==> config.mk <==
export PLATFORM = sky130hd
export DESIGN_NAME = operand_loader_flat
export DESIGN_NICKNAME = d
export VERILOG_FILES = /design/src/rtl/operand_loader_pkg.sv /design/src/rtl/operand_loader_if.sv /design/src/rtl/operand_loader_pb_debounce.sv /design/src/rtl/operand_loader.sv /design/src/flat_wrapper.sv
export SDC_FILE = /design/constraint.sdc
export NUM_CORES = 1
export LEC_CHECK = 0
export BUFFER_PORTS_ARGS = -buffer_cell sky130_fd_sc_hd__buf_2
export CAP_MARGIN = 20
export CORE_AREA = 2 2 71 123
export DETAILED_ROUTE_END_ITERATION = 10
export DIE_AREA = 0 0 73 125
export PLACE_DENSITY = 0.84
export SYNTH_ARGS = -nofsm -noshare
export SYNTH_HDL_FRONTEND = slang
export SYNTH_HIERARCHICAL = 1
export SYNTH_SLANG_ARGS = --single-unit
==> constraint.sdc <==
create_clock -name clk -period 2.4 [get_ports clk]
set_input_delay 0.12 -clock clk [delete_from_list [all_inputs] [get_ports clk]]
set_output_delay 0.12 -clock clk [all_outputs]
set_load 0.01 [all_outputs]
==> src/rtl/operand_loader_pkg.sv <==
// operand_loader shared constants and types.
// Field indices map pushbuttons onto operand nibbles.
package operand_loader_pkg;

  localparam int FLD_A_LO = 0;
  localparam int FLD_A_HI = 1;
  localparam int FLD_B_LO = 2;
  localparam int FLD_B_HI = 3;

  localparam int N_FLD = 4;

  localparam int DEF_DEBOUNCE_CYCLES = 4;
  localparam int DEF_CNT_W = 18;

  typedef logic [6:0] operand_t;
  typedef logic [3:0] nibble_t;
  typedef logic [N_FLD-1:0] fld_vec_t;

  function automatic operand_t put_lo(
    input operand_t op,
    input nibble_t  d
  );
    operand_t r;
    r = op;
    r[3:0] = d;
    return r;
  endfunction

  function automatic operand_t put_hi(
    input operand_t op,
    input nibble_t  d
  );
    operand_t r;
    r = op;
    r[6:4] = d[2:0];
    return r;
  endfunction

endpackage

==> src/rtl/operand_loader_if.sv <==
// Switch/button bus into operand_loader and the
// registered operand bundle it drives downstream.
interface operand_loader_if;
  import operand_loader_pkg::*;

  fld_vec_t PB;
  nibble_t  Y;
  operand_t A;
  operand_t B;
  fld_vec_t loaded;
  logic     valid;
  logic     load_pulse;
  fld_vec_t db;

  modport master (
    output PB,
    output Y,
    input  A,
    input  B,
    input  loaded,
    input  valid,
    input  load_pulse,
    input  db
  );

  modport slave (
    input  PB,
    input  Y,
    output A,
    output B,
    output loaded,
    output valid,
    output load_pulse,
    output db
  );

endinterface

==> src/rtl/operand_loader_pb_debounce.sv <==
// Per-button synchronizer, debounce counter and
// rising-edge detect aligned with the level toggle.
module pb_debounce #(
  parameter int DEBOUNCE_CYCLES = 4,
  parameter int CNT_W = 18
) (
  input  logic clk,
  input  logic rst_n,
  input  logic raw,
  output logic level,
  output logic rise
);

  localparam logic [CNT_W-1:0] TERM =
    CNT_W'(DEBOUNCE_CYCLES - 1);

  logic             r_meta;
  logic             r_sync;
  logic             r_db;
  logic [CNT_W-1:0] r_cnt;

  logic w_diff;
  logic w_term;

  assign w_diff = r_sync ^ r_db;
  assign w_term = w_diff && (r_cnt == TERM);

  always_ff @(posedge clk) begin
    if (!rst_n) begin
      r_meta <= 1'b0;
      r_sync <= 1'b0;
    end else begin
      r_meta <= raw;
      r_sync <= r_meta;
    end
  end

  // Terminal count toggles and clears in one edge,
  // so the counter never wraps.
  always_ff @(posedge clk) begin
    if (!rst_n) begin
      r_db  <= 1'b0;
      r_cnt <= '0;
    end else if (!w_diff) begin
      r_cnt <= '0;
    end else if (w_term) begin
      r_db  <= ~r_db;
      r_cnt <= '0;
    end else begin
      r_cnt <= r_cnt + 1'b1;
    end
  end

  assign level = r_db;
  assign rise  = w_term & ~r_db;

endmodule

==> src/rtl/operand_loader.sv <==
// Operand capture stage: debounced buttons load
// switch nibbles into registered A/B fields.
module operand_loader
  import operand_loader_pkg::*;
#(
  parameter int DEBOUNCE_CYCLES = DEF_DEBOUNCE_CYCLES,
  parameter int CNT_W = DEF_CNT_W
) (
  input logic clk,
  input logic rst_n,
  operand_loader_if.slave bus
);

  fld_vec_t w_rise;
  fld_vec_t w_db;

  nibble_t  r_y_meta;
  nibble_t  r_y_s;
  operand_t r_a;
  operand_t r_b;
  fld_vec_t r_loaded;
  logic     r_load_pulse;

  for (genvar g = 0; g < N_FLD; g++) begin : g_pb
    pb_debounce #(
      .DEBOUNCE_CYCLES(DEBOUNCE_CYCLES),
      .CNT_W(CNT_W)
    ) u_pb (
      .clk  (clk),
      .rst_n(rst_n),
      .raw  (bus.PB[g]),
      .level(w_db[g]),
      .rise (w_rise[g])
    );
  end

  always_ff @(posedge clk) begin
    if (!rst_n) begin
      r_y_meta <= '0;
      r_y_s    <= '0;
    end else begin
      r_y_meta <= bus.Y;
      r_y_s    <= r_y_meta;
    end
  end

  // No priority: every rising field takes y_s.
  always_ff @(posedge clk) begin
    if (!rst_n) begin
      r_a <= '0;
      r_b <= '0;
    end else begin
      if (w_rise[FLD_A_LO] && w_rise[FLD_A_HI])
        r_a <= put_hi(put_lo(r_a, r_y_s), r_y_s);
      else if (w_rise[FLD_A_LO])
        r_a <= put_lo(r_a, r_y_s);
      else if (w_rise[FLD_A_HI])
        r_a <= put_hi(r_a, r_y_s);

      if (w_rise[FLD_B_LO] && w_rise[FLD_B_HI])
        r_b <= put_hi(put_lo(r_b, r_y_s), r_y_s);
      else if (w_rise[FLD_B_LO])
        r_b <= put_lo(r_b, r_y_s);
      else if (w_rise[FLD_B_HI])
        r_b <= put_hi(r_b, r_y_s);
    end
  end

  always_ff @(posedge clk) begin
    if (!rst_n) begin
      r_loaded     <= '0;
      r_load_pulse <= 1'b0;
    end else begin
      r_loaded     <= r_loaded | w_rise;
      r_load_pulse <= |w_rise;
    end
  end

  assign bus.A          = r_a;
  assign bus.B          = r_b;
  assign bus.loaded     = r_loaded;
  assign bus.valid      = &r_loaded;
  assign bus.load_pulse = r_load_pulse;
  assign bus.db         = w_db;

endmodule
==> src/flat_wrapper.sv <==
// flat-port wrapper written by rule: the top's interface ports become plain ports
module operand_loader_flat import operand_loader_pkg::*;
#(
  parameter int DEBOUNCE_CYCLES = DEF_DEBOUNCE_CYCLES,
  parameter int CNT_W = DEF_CNT_W
)
  (clk, rst_n, bus_PB, bus_Y, bus_A, bus_B, bus_loaded, bus_valid, bus_load_pulse, bus_db);
  operand_loader_if bus_i ();
  input logic clk;
  input logic rst_n;
  input wire logic [$bits(bus_i.PB)-1:0] bus_PB;
  input wire logic [$bits(bus_i.Y)-1:0] bus_Y;
  output wire logic [$bits(bus_i.A)-1:0] bus_A;
  output wire logic [$bits(bus_i.B)-1:0] bus_B;
  output wire logic [$bits(bus_i.loaded)-1:0] bus_loaded;
  output wire logic [$bits(bus_i.valid)-1:0] bus_valid;
  output wire logic [$bits(bus_i.load_pulse)-1:0] bus_load_pulse;
  output wire logic [$bits(bus_i.db)-1:0] bus_db;
  assign bus_i.PB = bus_PB;
  assign bus_i.Y = bus_Y;
  assign bus_A = bus_i.A;
  assign bus_B = bus_i.B;
  assign bus_loaded = bus_i.loaded;
  assign bus_valid = bus_i.valid;
  assign bus_load_pulse = bus_i.load_pulse;
  assign bus_db = bus_i.db;
  operand_loader #(.DEBOUNCE_CYCLES(DEBOUNCE_CYCLES), .CNT_W(CNT_W)) u_core (.clk(clk), .rst_n(rst_n), .bus(bus_i));
endmodule
Word level (Yosys, flattened, before mapping)
Index checks and enable logic that the tools add are counted.
{"block": "classes", "reduce_logical": 22, "addsub": 4, "mux": 6, "eq_ne": 6, "n_bitwise": 18}
{"op": "adder 18 x 1 -> 18 bit, second input constant", "n": 4}
{"op": "== test 18 x 2 -> 1 bit, second input constant", "n": 4}
{"op": "two-way mux 7 bit", "n": 6}
{"op": "AND reduction 2 bit", "n": 6}
{"op": "OR reduction 3 bit", "n": 4}
{"op": "NOT 1 bit", "n": 9}
{"op": "nonzero test 2 bit", "n": 4}
{"op": "logical AND 1 bit", "n": 6}
{"op": "AND 1 bit", "n": 4}
{"op": "!= test 2 x 1 -> 1 bit, second input constant", "n": 2}
{"op": "OR 4 bit", "n": 1}
{"op": "AND reduction 4 bit", "n": 1}
{"op": "OR reduction 4 bit", "n": 1}
{"op": "bitwise XOR 1 bit", "n": 4}
{"block": "totals", "reg_bits": 111, "input_bits": 10, "output_inout_bits": 24}

Depth between registers and ports, before layout
Gate-level depths: netlist (run 1).
{"block": "depth", "ltp_word": 6, "ltp_mapped": 7, "mapped_depth_nobuf": 6}

Modules after synthesis
Netlist (run 1), hierarchy kept.
{"mod": "pb_debounce", "n_inst": 4, "area_per_inst_um2": 944.7, "seq_area_each_um2": 420.4, "cells_per_inst": 105}
{"mod": "operand_loader", "n_inst": 1, "area_per_inst_um2": 910.9, "seq_area_each_um2": 540.5, "cells_per_inst": 75}

Least setup slack after synthesis (run 1)
Ideal clock, no wire load.
{"block": "synth_timing", "path_kind": "flip-flop to flip-flop", "start": "register u_core.g_pb[2].u_pb.r_cnt[0]", "end": "register u_core.r_b[0], in the netlist u_core/bus.B[0]", "path_buffers": 1, "arrival_ps": 1807, "period_less_slack_ps": 1923, "t_required_ps": 2284, "path_stages_with_launch": 8, "path_slack_ps": 477, "setup_time_ps": 116, "cell_sequence": "dfxtp_1 ha_1 inv_2 or4_4 nor3_1 buf_6 mux2i_1 nor2b_1"}
{"block": "synth_between", "elab_chain_cells": 5}
{"item": "start, declared", "line": "operand_loader_pb_debounce.sv:20", "text": "logic [CNT_W-1:0] r_cnt;"}
{"item": "start signal, assigned", "line": "operand_loader_pb_debounce.sv:50", "text": "r_cnt <= r_cnt + 1'b1;"}
{"item": "== test 18 x 2 -> 1 bit (*)", "line": "operand_loader_pb_debounce.sv:26", "text": "assign w_term = w_diff && (r_cnt == TERM);"}
{"item": "logical AND 1 bit (*)", "line": "operand_loader_pb_debounce.sv:26"}
{"item": "AND 1 bit (*)", "line": "operand_loader_pb_debounce.sv:55", "text": "assign rise = w_term & ~r_db;"}
{"item": "via u_core.w_rise[2]", "line": "operand_loader.sv:14", "text": "fld_vec_t w_rise;"}
{"item": "two-way mux 7 bit / logical AND 1 bit (equally long branches)", "line": "operand_loader.sv:62, operand_loader.sv:60"}
{"item": "two-way mux 7 bit / nonzero test 2 bit (equally long branches)"}
{"item": "end signal, assigned", "line": "operand_loader.sv:61", "text": "r_b <= put_hi(put_lo(r_b, r_y_s), r_y_s);"}
{"item": "end signal, assigned", "line": "operand_loader.sv:63", "text": "r_b <= put_lo(r_b, r_y_s);"}
{"item": "end signal, assigned", "line": "operand_loader.sv:65", "text": "r_b <= put_hi(r_b, r_y_s);"}
{"item": "end, declared", "line": "operand_loader.sv:20", "text": "operand_t r_b;"}
Mark *: on every way through the listed nets, which the timed path passes. The rest lies on a longest branch. The select of a mux whose other input is x is not followed.
A chain may end at the register's enable or synchronous reset.

Worst setup path in the final report (run 1)
{"block": "layout_timing", "start": "register u_core.g_pb[0].u_pb.r_cnt[0]", "end": "register u_core.r_a[2], in the netlist u_core/bus.A[2]"}
{"block": "layout_between", "elab_chain_cells": 5}
{"item": "start, declared", "line": "operand_loader_pb_debounce.sv:20"}
{"item": "start signal, assigned", "line": "operand_loader_pb_debounce.sv:50"}
{"item": "== test 18 x 2 -> 1 bit (*)", "line": "operand_loader_pb_debounce.sv:26"}
{"item": "logical AND 1 bit (*)", "line": "operand_loader_pb_debounce.sv:26"}
{"item": "AND 1 bit (*)", "line": "operand_loader_pb_debounce.sv:55"}
{"item": "via u_core.w_rise[0]", "line": "operand_loader.sv:14"}
{"item": "two-way mux 7 bit / logical AND 1 bit (equally long branches)", "line": "operand_loader.sv:55, operand_loader.sv:53"}
{"item": "two-way mux 7 bit / nonzero test 2 bit (equally long branches)"}
{"item": "end signal, assigned", "line": "operand_loader.sv:54", "text": "r_a <= put_hi(put_lo(r_a, r_y_s), r_y_s);"}
{"item": "end signal, assigned", "line": "operand_loader.sv:56", "text": "r_a <= put_lo(r_a, r_y_s);"}
{"item": "end signal, assigned", "line": "operand_loader.sv:58", "text": "r_a <= put_hi(r_a, r_y_s);"}
{"item": "end, declared", "line": "operand_loader.sv:19", "text": "operand_t r_a;"}
Marks and branches as above.

==> results.json, run 1 <==
{
  "cp_max_fo": 7,
  "finalCritPeriodShare_pct": 85.4,
  "firstDrtPassIters": 4,
  "cts_hold_buf": 7,
  "clock_latency_ns": 0.35,
  "avgViaCountPerCell": 5.82,
  "die_h_um": 125,
  "final_cells": 626,
  "cts_setup_buffers": 0,
  "wl_mm": 9.42,
  "htree_levels": 3,
  "synth_area_leaders": "dfxtp_1 (47%), xnor2_1 (6.0%), nor2_1 (5.8%), xor2_1 (5.2%), nand4_1 (4.3%)",
  "drv_slew": 0,
  "gp_congestion": 0.901,
  "setup_viol": 0,
  "routed-wl-met3_um": 355,
  "yosys_warnings": 6,
  "die_w_um": 73,
  "leakagePower_nw": 1.74,
  "wl_met2_mm": 5.13,
  "synth_seq_area_share_pct": 47.4,
  "finalSetupTns_ns": 0,
  "r2r_cells": 7,
  "synthCells": 495,
  "drive_gt1_share_pct": 13.9,
  "ios": 34,
  "cp_slowest_cell": "or4_4",
  "synth_top_area_share_pct": 47.4,
  "maxCapViolations": 0,
  "via_count": 3642,
  "crit_path_end_kind": "flop",
  "min_path_type": "input port to flop",
  "overflow": 0,
  "arrival_ns": 2.28,
  "dieArea_um2": 9130,
  "cts_buffers": 9,
  "placed_cells": 603,
  "power_density_nw_per_um2": 643,
  "syn2layout_area_growth_pct": 11.4,
  "reg2reg_setup_slack_ns": 0.35,
  "synth_edf_count": 0,
  "whs_endpoint": "u_core/g_pb[1].u_pb/r_meta$_SDFF_PN0_",
  "ys_ff_latch": 111,
  "hold_viol_final": 0,
  "portBuffers": 33,
  "clk_pin_slew_ns": 0.08,
  "post_cts_resize_count": 0,
  "synthFlopType": "dfxtp_1",
  "power.total_mw": 3.36,
  "first_iter_violations": 206,
  "status": "finished, final reports clean",
  "timing.rr.end": "u_core/bus.A[2]$_SDFFE_PN0P_",
  "yosys.area.top_type": "dfxtp_1",
  "wl_per_cell_um": 15.0,
  "irDropWorstVdd_mv": 0.445,
  "core-area_um2": 8200,
  "nets": 543,
  "rsz0062_at_grt": "no",
  "worst_ep_required_time_ns": 2.64,
  "post-route-util_pct": 63.7,
  "synth_top_cells_by_count": "dfxtp_1 (111), nor2_1 (72), nand4_1 (32), xnor2_1 (32)",
  "root_buffer": "clkbuf_16",
  "worstReg2RegStart": "u_core/g_pb[0].u_pb/r_cnt[0]$_SDFF_PP0_",
  "routed.top_layer": "met4",
  "yosys.cell_types.count": 30,
  "drc": 0,
  "fmax_mhz": 488,
  "ys_async_sr_fraction_pct": 0,
  "antenna_found_initial": 0,
  "hp-start": "bus_PB[1]",
  "start_kind": "flop",
  "cts_sinks": 111,
  "grt_pass1_vias": 3602,
  "ant_nets": 0,
  "yosys.cell_count.top_type": "dfxtp_1",
  "met1Wirelength_mm": 3.68,
  "post_dp_cell_area_um2": 4860,
  "crit_family": "simple AND/OR/NAND/NOR gates",
  "design_area_um2": 5220,
  "hold_depth": 2,
  "timing.critical_path.cells": "ha_1, inv_2, or4_4, nor3_1, buf_4, mux2i_1, nor2b_1",
  "syn_area_um2": 4690,
  "clockBufferDepth": 2,
  "grt_use_total_pct": 21.7,
  "critPathMaxStageDelay_ns": 0.56,
  "rows": 44,
  "crit_type": "flop to flop",
  "tightest_slew_ns": 0.505,
  "fin_skew_ns": 0.0109,
  "diodes": 0,
  "initial_core_util_pct": 57.2,
  "synth_area_per_cell_um2": 9.47,
  "period_needed_ns": 2.05,
  "cts_tree": "done",
  "hpwl_mm": 6.40,
  "grt_max_degree": 28,
  "grt_pass1_wl_mm": 16.0,
  "slew_headroom_pct": 66.0,
  "syn_nets": 509,
  "cp_num_buf_inv": 2
}
==> worst max-delay path by stage <==
stage / to / startpoint / cells past startpoint / slack (ns)
floorplan: u_core/bus.B[0]$_SDFFE_PN0P_ / u_core/g_pb[2].u_pb/r_cnt[0]$_SDFF_PP0_ / 7 / 0.48
global placement: u_core/bus.A[0]$_SDFFE_PN0P_ / u_core/g_pb[0].u_pb/r_cnt[0]$_SDFF_PP0_ / 7 / 0.44
detailed placement: u_core/bus.B[0]$_SDFFE_PN0P_ / u_core/g_pb[2].u_pb/r_cnt[0]$_SDFF_PP0_ / 7 / 0.38
CTS: u_core/bus.B[6]$_SDFFE_PN0P_ / u_core/g_pb[3].u_pb/r_cnt[0]$_SDFF_PP0_ / 7 / 0.37
global route: u_core/bus.B[5]$_SDFFE_PN0P_ / u_core/g_pb[3].u_pb/r_cnt[0]$_SDFF_PP0_ / 7 / 0.22
finish: u_core/bus.A[2]$_SDFFE_PN0P_ / u_core/g_pb[0].u_pb/r_cnt[0]$_SDFF_PP0_ / 7 / 0.35
==> routing by layer <==
| metal | vias to the layer above | global-route usage [%] |
|---|---|---|
| li1 | 1810 | - |
| met1 | 1736 | 24.0 |
| met2 | 76 | 37.7 |
| met3 | 20 | 5.40 |
| met4 | 0 | 9.91 |
| met5 | - | 0 |
==> power breakdown <==
group | switching (mW) | leakage, nW | internal (mW)
registers | 0.00729 | 0.897 | 1.85
logic | 0.0280 | 0.703 | 0.0293
clock network | 0.689 | 0.142 | 0.750
total | 0.725 | 1.74 | 2.63
==> cell usage in the layout, fill, tap and decap left out, types with 5 or more instances in the layout <==
cell / synthesis / final
dlygate4sd3_1: 0 / 7
and2_1: 20 / 20
clkbuf_16: 0 / 9
buf_4: 0 / 5
a21oi_1: 8 / 8
xor2_1: 28 / 28
buf_2: 7 / 33
nor2b_1: 18 / 18
nand4_1: 32 / 32
nand2_1: 12 / 12
nor2_1: 72 / 72
nor3_1: 8 / 8
nand3_1: 28 / 28
xnor2_1: 32 / 32
o21a_1: 12 / 12
mux2i_1: 14 / 14
nor4_1: 28 / 28
dfxtp_1: 111 / 111
and4_1: 9 / 9
==> through the flow <==
stage	setup slack (ns)	hold WS (ns)
final	0.351	0.0118
after global routing	0.217	0.00575
after CTS	0.367	0.00143
after detailed placement	0.382	0.330
after global placement	0.438	0.327
after floorplan	0.477	0.237
==> state kept, by name, summed over array words and instances, names as in the netlist <==
signal and flops:
u_core/r_y_s 4, u_core/bus.loaded 4, u_core/g_pb.u_pb/level 4, u_core/r_y_meta 4, u_core/bus.A 7, u_core/g_pb.u_pb/r_sync 4
u_core/bus.load_pulse 1, u_core/bus.B 7, u_core/g_pb.u_pb/r_meta 4, u_core/g_pb.u_pb/r_cnt 72
==> final cells by class <==
type                       instances  area (µm²)
timing repair buffer              45         273
fill                             652        2980
clock inverter                     6        50.0
inverter                           8        30.0
tap                               92         115
multi-input combinational        354        2290
clock buffer                      10         239
sequential                       111        2220
==> logic make-up after synthesis <==
logic type               share of synthesized area [%]
XOR/XNOR                                          11.2
buffers and inverters                             3.68
adder cells (fa/ha/maj)                           1.07
multiplexers                                      2.99
AND/OR/NAND/NOR                                   28.2
AO/OA/AOI/OAI                                     5.47
flip-flops                                        47.4
No activity file was read; power rests on OpenSTA's default activity.
==> run 2, diff against run 1 <==
- CORE_AREA: 2 2 71 123 -> 2 2 70 122
- CTS_BUF_LIST: default -> sky130_fd_sc_hd__clkbuf_8
- DIE_AREA: 0 0 73 125 -> 0 0 72 124
- PLACE_DENSITY: 0.84 -> 0.85
==> results.json, run 2 (same netlist as run 1, synthesis figures left out) <==
{
  "crit_path_start": "u_core/g_pb[1].u_pb/r_cnt[0]$_SDFF_PP0_",
  "grt_use_total_pct": 21.4,
  "ios": 34,
  "setup_viol": 0,
  "finalCritPeriodShare_pct": 84.6,
  "hpwl_mm": 6.40,
  "reg2reg_setup_slack_ns": 0.37,
  "cts_tree": "done",
  "crit_path_end_kind": "flop",
  "ant_nets": 0,
  "seq_power_share_pct": 63.3,
  "place_ws_ns": 0.386,
  "tightest_slew_ns": 0.565,
  "power_density_nw_per_um2": 576,
  "crit_type": "flop to flop",
  "fmax_mhz": 492,
  "r2r_cells": 7,
  "intPower_mw": 2.29,
  "drive_gt1_share_pct": 13.5,
  "grt_pass1_wl_mm": 15.1,
  "cts_buffers": 9,
  "leakagePower_nw": 1.70,
  "fin_ws_ns": 0.369,
  "p_sw_mw": 0.649,
  "hold_ws_ns": 0.257,
  "top_register": "u_core/g_pb.u_pb/r_cnt",
  "cts_sinks": 111,
  "layout_common_cells": "dfxtp_1 (111), nor2_1 (72), buf_2 (33), nand4_1 (32), xnor2_1 (32)",
  "die_w_um": 72,
  "core-area_um2": 7910,
  "largest_register_ffs": 72,
  "gp_congestion": 0.910,
  "initial_core_util_pct": 59.3,
  "worstReg2RegStart": "u_core/g_pb[1].u_pb/r_cnt[0]$_SDFF_PP0_",
  "firstDrtPassIters": 4,
  "period_needed_ns": 2.03,
  "wl_mm": 9.11,
  "maxCapViolations": 0,
  "drc": 0,
  "first_iter_violations": 252,
  "overflow": 0,
  "portBuffers": 33,
  "arrival_ns": 2.30,
  "rsz0062_at_grt": "no",
  "switching_share_pct": 22.0,
  "min_path_type": "input port to flop",
  "irDropWorstVdd_mv": 0.483,
  "root_buffer": "clkbuf_8",
  "timing.critical_path.cells": "ha_1, inv_2, or4_4, nor3_1, buf_4, mux2i_1, nor2b_1",
  "avgViaCountPerCell": 5.89,
  "htree_levels": 3,
  "die_h_um": 124,
  "slew_headroom_pct": 62.4,
  "post-route-util_pct": 64.6,
  "cp_max_fo": 6,
  "clockBufferDepth": 2,
  "crit_end": "u_core/bus.A[5]$_SDFFE_PN0P_",
  "drv_slew": 0,
  "syn2layout_area_growth_pct": 9.02,
  "start_kind": "flop",
  "critPathMaxStageDelay_ns": 0.55,
  "wl_per_cell_um": 14.6,
  "via_count": 3677,
  "grt_pass1_vias": 3431,
  "finalSetupTns_ns": 0,
  "nets": 543,
  "final_common_cell": "dfxtp_1",
  "cts_setup_buffers": 0,
  "fin_skew_ns": 0.0168,
  "clock_latency_ns": 0.37,
  "cp_slowest_cell": "or4_4",
  "comb_power_share_pct": 1.9,
  "hold_viol_final": 0,
  "dieArea_um2": 8930,
  "p_clk_share_pct": 34.8,
  "clk_pin_slew_ns": 0.11,
  "grt_max_degree": 44,
  "antenna_found_initial": 0,
  "timing.rr.end": "u_core/bus.A[5]$_SDFFE_PN0P_",
  "status": "finished, final reports clean",
  "worst_ep_required_time_ns": 2.67,
  "diodes": 0,
  "rows": 43
}
==> run 2: area by class of cell <==
type,instances,area [µm²]
multi-input cells,354,2290
flip-flops and latches,111,2220
well taps,90,113
inverters,8,30.0
clock buffers,10,138
fillers,636,2800
clock inverters,6,40.0
repair buffers,45,275
==> run 2: per-stage QoR <==
| stage | total power, mW | cell area [µm²] | instances |
|---|---|---|---|
| 2_1_floorplan | 1.94 | 4690 | 495 |
| 5_1_grt | 3.05 | 5110 | 624 |
| 4_1_cts | 2.98 | 5110 | 624 |
| 3_3_place_gp | 1.95 | 4850 | 600 |
| 3_5_place_dp | 1.95 | 4850 | 600 |
| 6_report | 2.94 | 5110 | 624 |
==> run 2: per-layer routing <==
layer,up-vias,wire [µm],global-route usage (%)
met5,-,0,0
met4,0,188,9.43
met3,21,322,5.10
met2,90,4890,39.1
met1,1762,3710,22.9
li1,1804,-,-
==> run 2: what timing repair did <==
item | in CTS | in global routing
resized for setup | 0 | 0
hold buffers | 8 | 0
setup endpoints to repair | 0 | 0
hold endpoints to repair | 8 | 0
==> run 2: worst min path at each step <==
stage | from | endpoint | slack [ns] | cells after the start
final | rst_n | u_core/g_pb[1].u_pb/level$_SDFFE_PN0P_ | 0.26 | 2
after global routing | rst_n | u_core/g_pb[1].u_pb/level$_SDFFE_PN0P_ | 0.28 | 2
after CTS | rst_n | u_core/g_pb[1].u_pb/level$_SDFFE_PN0P_ | 0.24 | 2
after detailed placement | bus_PB[0] | u_core/g_pb[0].u_pb/r_meta$_SDFF_PN0_ | 0.33 | 2
after global placement | bus_PB[2] | u_core/g_pb[2].u_pb/r_meta$_SDFF_PN0_ | 0.32 | 2
after floorplan | rst_n | u_core/g_pb[0].u_pb/level$_SDFFE_PN0P_ | 0.24 | 1
==> run 2: worst max-delay path: cells and delay by family (launching register included) <==
family	cells	cell delay (ns)
fa+ha+maj	1	0.29
buf+inv	2	0.27
flops	1	0.39
mux	1	0.20
simple gates	3	0.78
==> run 2: power groups by stage <==
stage                     Clock [mW]  Sequential (mW)  Combinational, mW
after global placement             0             1.90             0.0449
after CTS                       1.06             1.86             0.0566
after floorplan                    0             1.90             0.0340
after global routing            1.13             1.86             0.0626
after detailed placement           0             1.90             0.0462
final                           1.03             1.86             0.0559
==> run 3, diff against run 2 <==
- clock period: 2.4 -> 2.1 ns (I/O delays scaled with it)
==> results.json, run 3 (same netlist as run 1, synthesis figures left out) <==
{
  "drc": 0,
  "irDropWorstVdd_mv": 0.566,
  "initial_core_util_pct": 59.3,
  "n_fill_cell": 641,
  "wl_per_cell_um": 15.1,
  "largest_register_ffs": 72,
  "hold_ws_ns": 0.101,
  "cts_tree": "done",
  "final_cells": 628,
  "fin_ws_ns": 0.161,
  "cp_slowest_cell": "or4_4",
  "design_area_um2": 5180,
  "cts_setup_buffers": 0,
  "grt_use_total_pct": 22.8,
  "start_kind": "flop",
  "grt_pass1_wl_mm": 16.1,
  "die_h_um": 124,
  "period_needed_ns": 1.94,
  "overflow": 0,
  "fmax_mhz": 516,
  "drv_slew": 0,
  "post_cts_resize_count": 0,
  "avgViaCountPerCell": 5.87,
  "cp_max_fo": 7,
  "post_dp_cell_area_um2": 4890,
  "die_w_um": 72,
  "cp_num_buf_inv": 2,
  "seqCellArea_um2": 2220,
  "final_common_cell": "dfxtp_1",
  "drive_gt1_share_pct": 14.3,
  "core-area_um2": 7910,
  "grt_pass1_vias": 3528,
  "grt_max_degree": 25,
  "arrival_ns": 2.21,
  "ant_nets": 0,
  "status": "finished, final reports clean",
  "crit_family": "simple AND/OR/NAND/NOR gates",
  "maxCapViolations": 0,
  "fin_skew_ns": 0.0111,
  "layout_common_cells": "dfxtp_1 (111), nor2_1 (72), buf_2 (33), nand4_1 (32), xnor2_1 (32)",
  "first_iter_violations": 306,
  "placed_cells": 605,
  "via_count": 3684,
  "hold_viol_final": 0,
  "syn2layout_area_growth_pct": 10.4,
  "rows": 43,
  "power_density_nw_per_um2": 675,
  "firstDrtPassIters": 6,
  "tightest_slew_ns": 0.485,
  "crit_type": "flop to flop",
  "timing.critical_path.cells": "ha_1, inv_2, or4_4, nor3_1, buf_4, mux2i_1, nor2b_1",
  "multi_input_area_um2": 2290,
  "cts_buffers": 9,
  "clock_latency_ns": 0.37,
  "dieArea_um2": 8930,
  "gp_congestion": 0.907,
  "wl_mm": 9.51,
  "worst_ep_required_time_ns": 2.37,
  "top_register": "u_core/g_pb.u_pb/r_cnt",
  "min_path_type": "input port to flop",
  "leakagePower_nw": 1.73,
  "hpwl_mm": 6.60,
  "clk_pin_slew_ns": 0.10,
  "slew_headroom_pct": 67.5,
  "portBuffers": 33,
  "diodes": 0,
  "root_buffer": "clkbuf_8",
  "place_ws_ns": 0.172,
  "setup_viol": 0,
  "ios": 34,
  "rsz0062_at_grt": "no",
  "critPathMaxStageDelay_ns": 0.55,
  "nets": 548,
  "clockBufferDepth": 2,
  "crit_path_end_kind": "flop",
  "antenna_found_initial": 0,
  "finalCritPeriodShare_pct": 92.3,
  "cts_sinks": 111,
  "htree_levels": 3,
  "finalSetupTns_ns": 0
}
[run 3: per-stage QoR]
stage	utilization, %	power, mW
after floorplan	-	2.21
after global placement	61.9	2.23
after detailed placement	61.9	2.23
after CTS	65.4	3.53
after global routing	65.4	3.63
final	65.4	3.49
[run 3: worst paths after layout]
check / to / slack, ns / startpoint / cells after the start
max reg2reg: u_core/bus.B[2]$_SDFFE_PN0P_ / 0.16 / u_core/g_pb[2].u_pb/r_cnt[0]$_SDFF_PP0_ / 7
min: u_core/g_pb[2].u_pb/level$_SDFFE_PN0P_ / 0.10 / rst_n / 2
min reg2reg: u_core/r_y_s[0]$_SDFF_PN0_ / 0.44 / u_core/r_y_meta[0]$_SDFF_PN0_ / 1
max: u_core/bus.B[2]$_SDFFE_PN0P_ / 0.16 / u_core/g_pb[2].u_pb/r_cnt[0]$_SDFF_PP0_ / 7
[run 3: what timing repair did]
action / CTS / global route
hold buffers: 8 / 0
hold endpoints to repair: 8 / 0
endpoints found under the setup margin: 0 / 0
[run 3: area by class of cell]
class	instances	share of cell area, %
clock inverters	5	1.28
inverters	8	0.580
clock buffers	10	2.66
well taps	90	2.18
multi-input cells	354	44.3
flip-flops and latches	111	42.9
repair buffers	50	6.04
[run 3: report_power, final]
part	internal [mW]	total, mW	leakage [nW]	switching, mW
sequential	2.12	2.13	0.897	0.00849
combinational	0.0346	0.0652	0.729	0.0307
clock	0.592	1.30	0.101	0.708
[run 3: layer usage]
layer / share of wire, % / global-route usage, % / vias to the layer above
met4: 3.3 / 12.9 / 0
met5: 0 / 0 / -
met2: 53 / 40.2 / 103
met3: 3.5 / 4.69 / 26
met1: 40 / 24.9 / 1744
li1: - / - / 1811
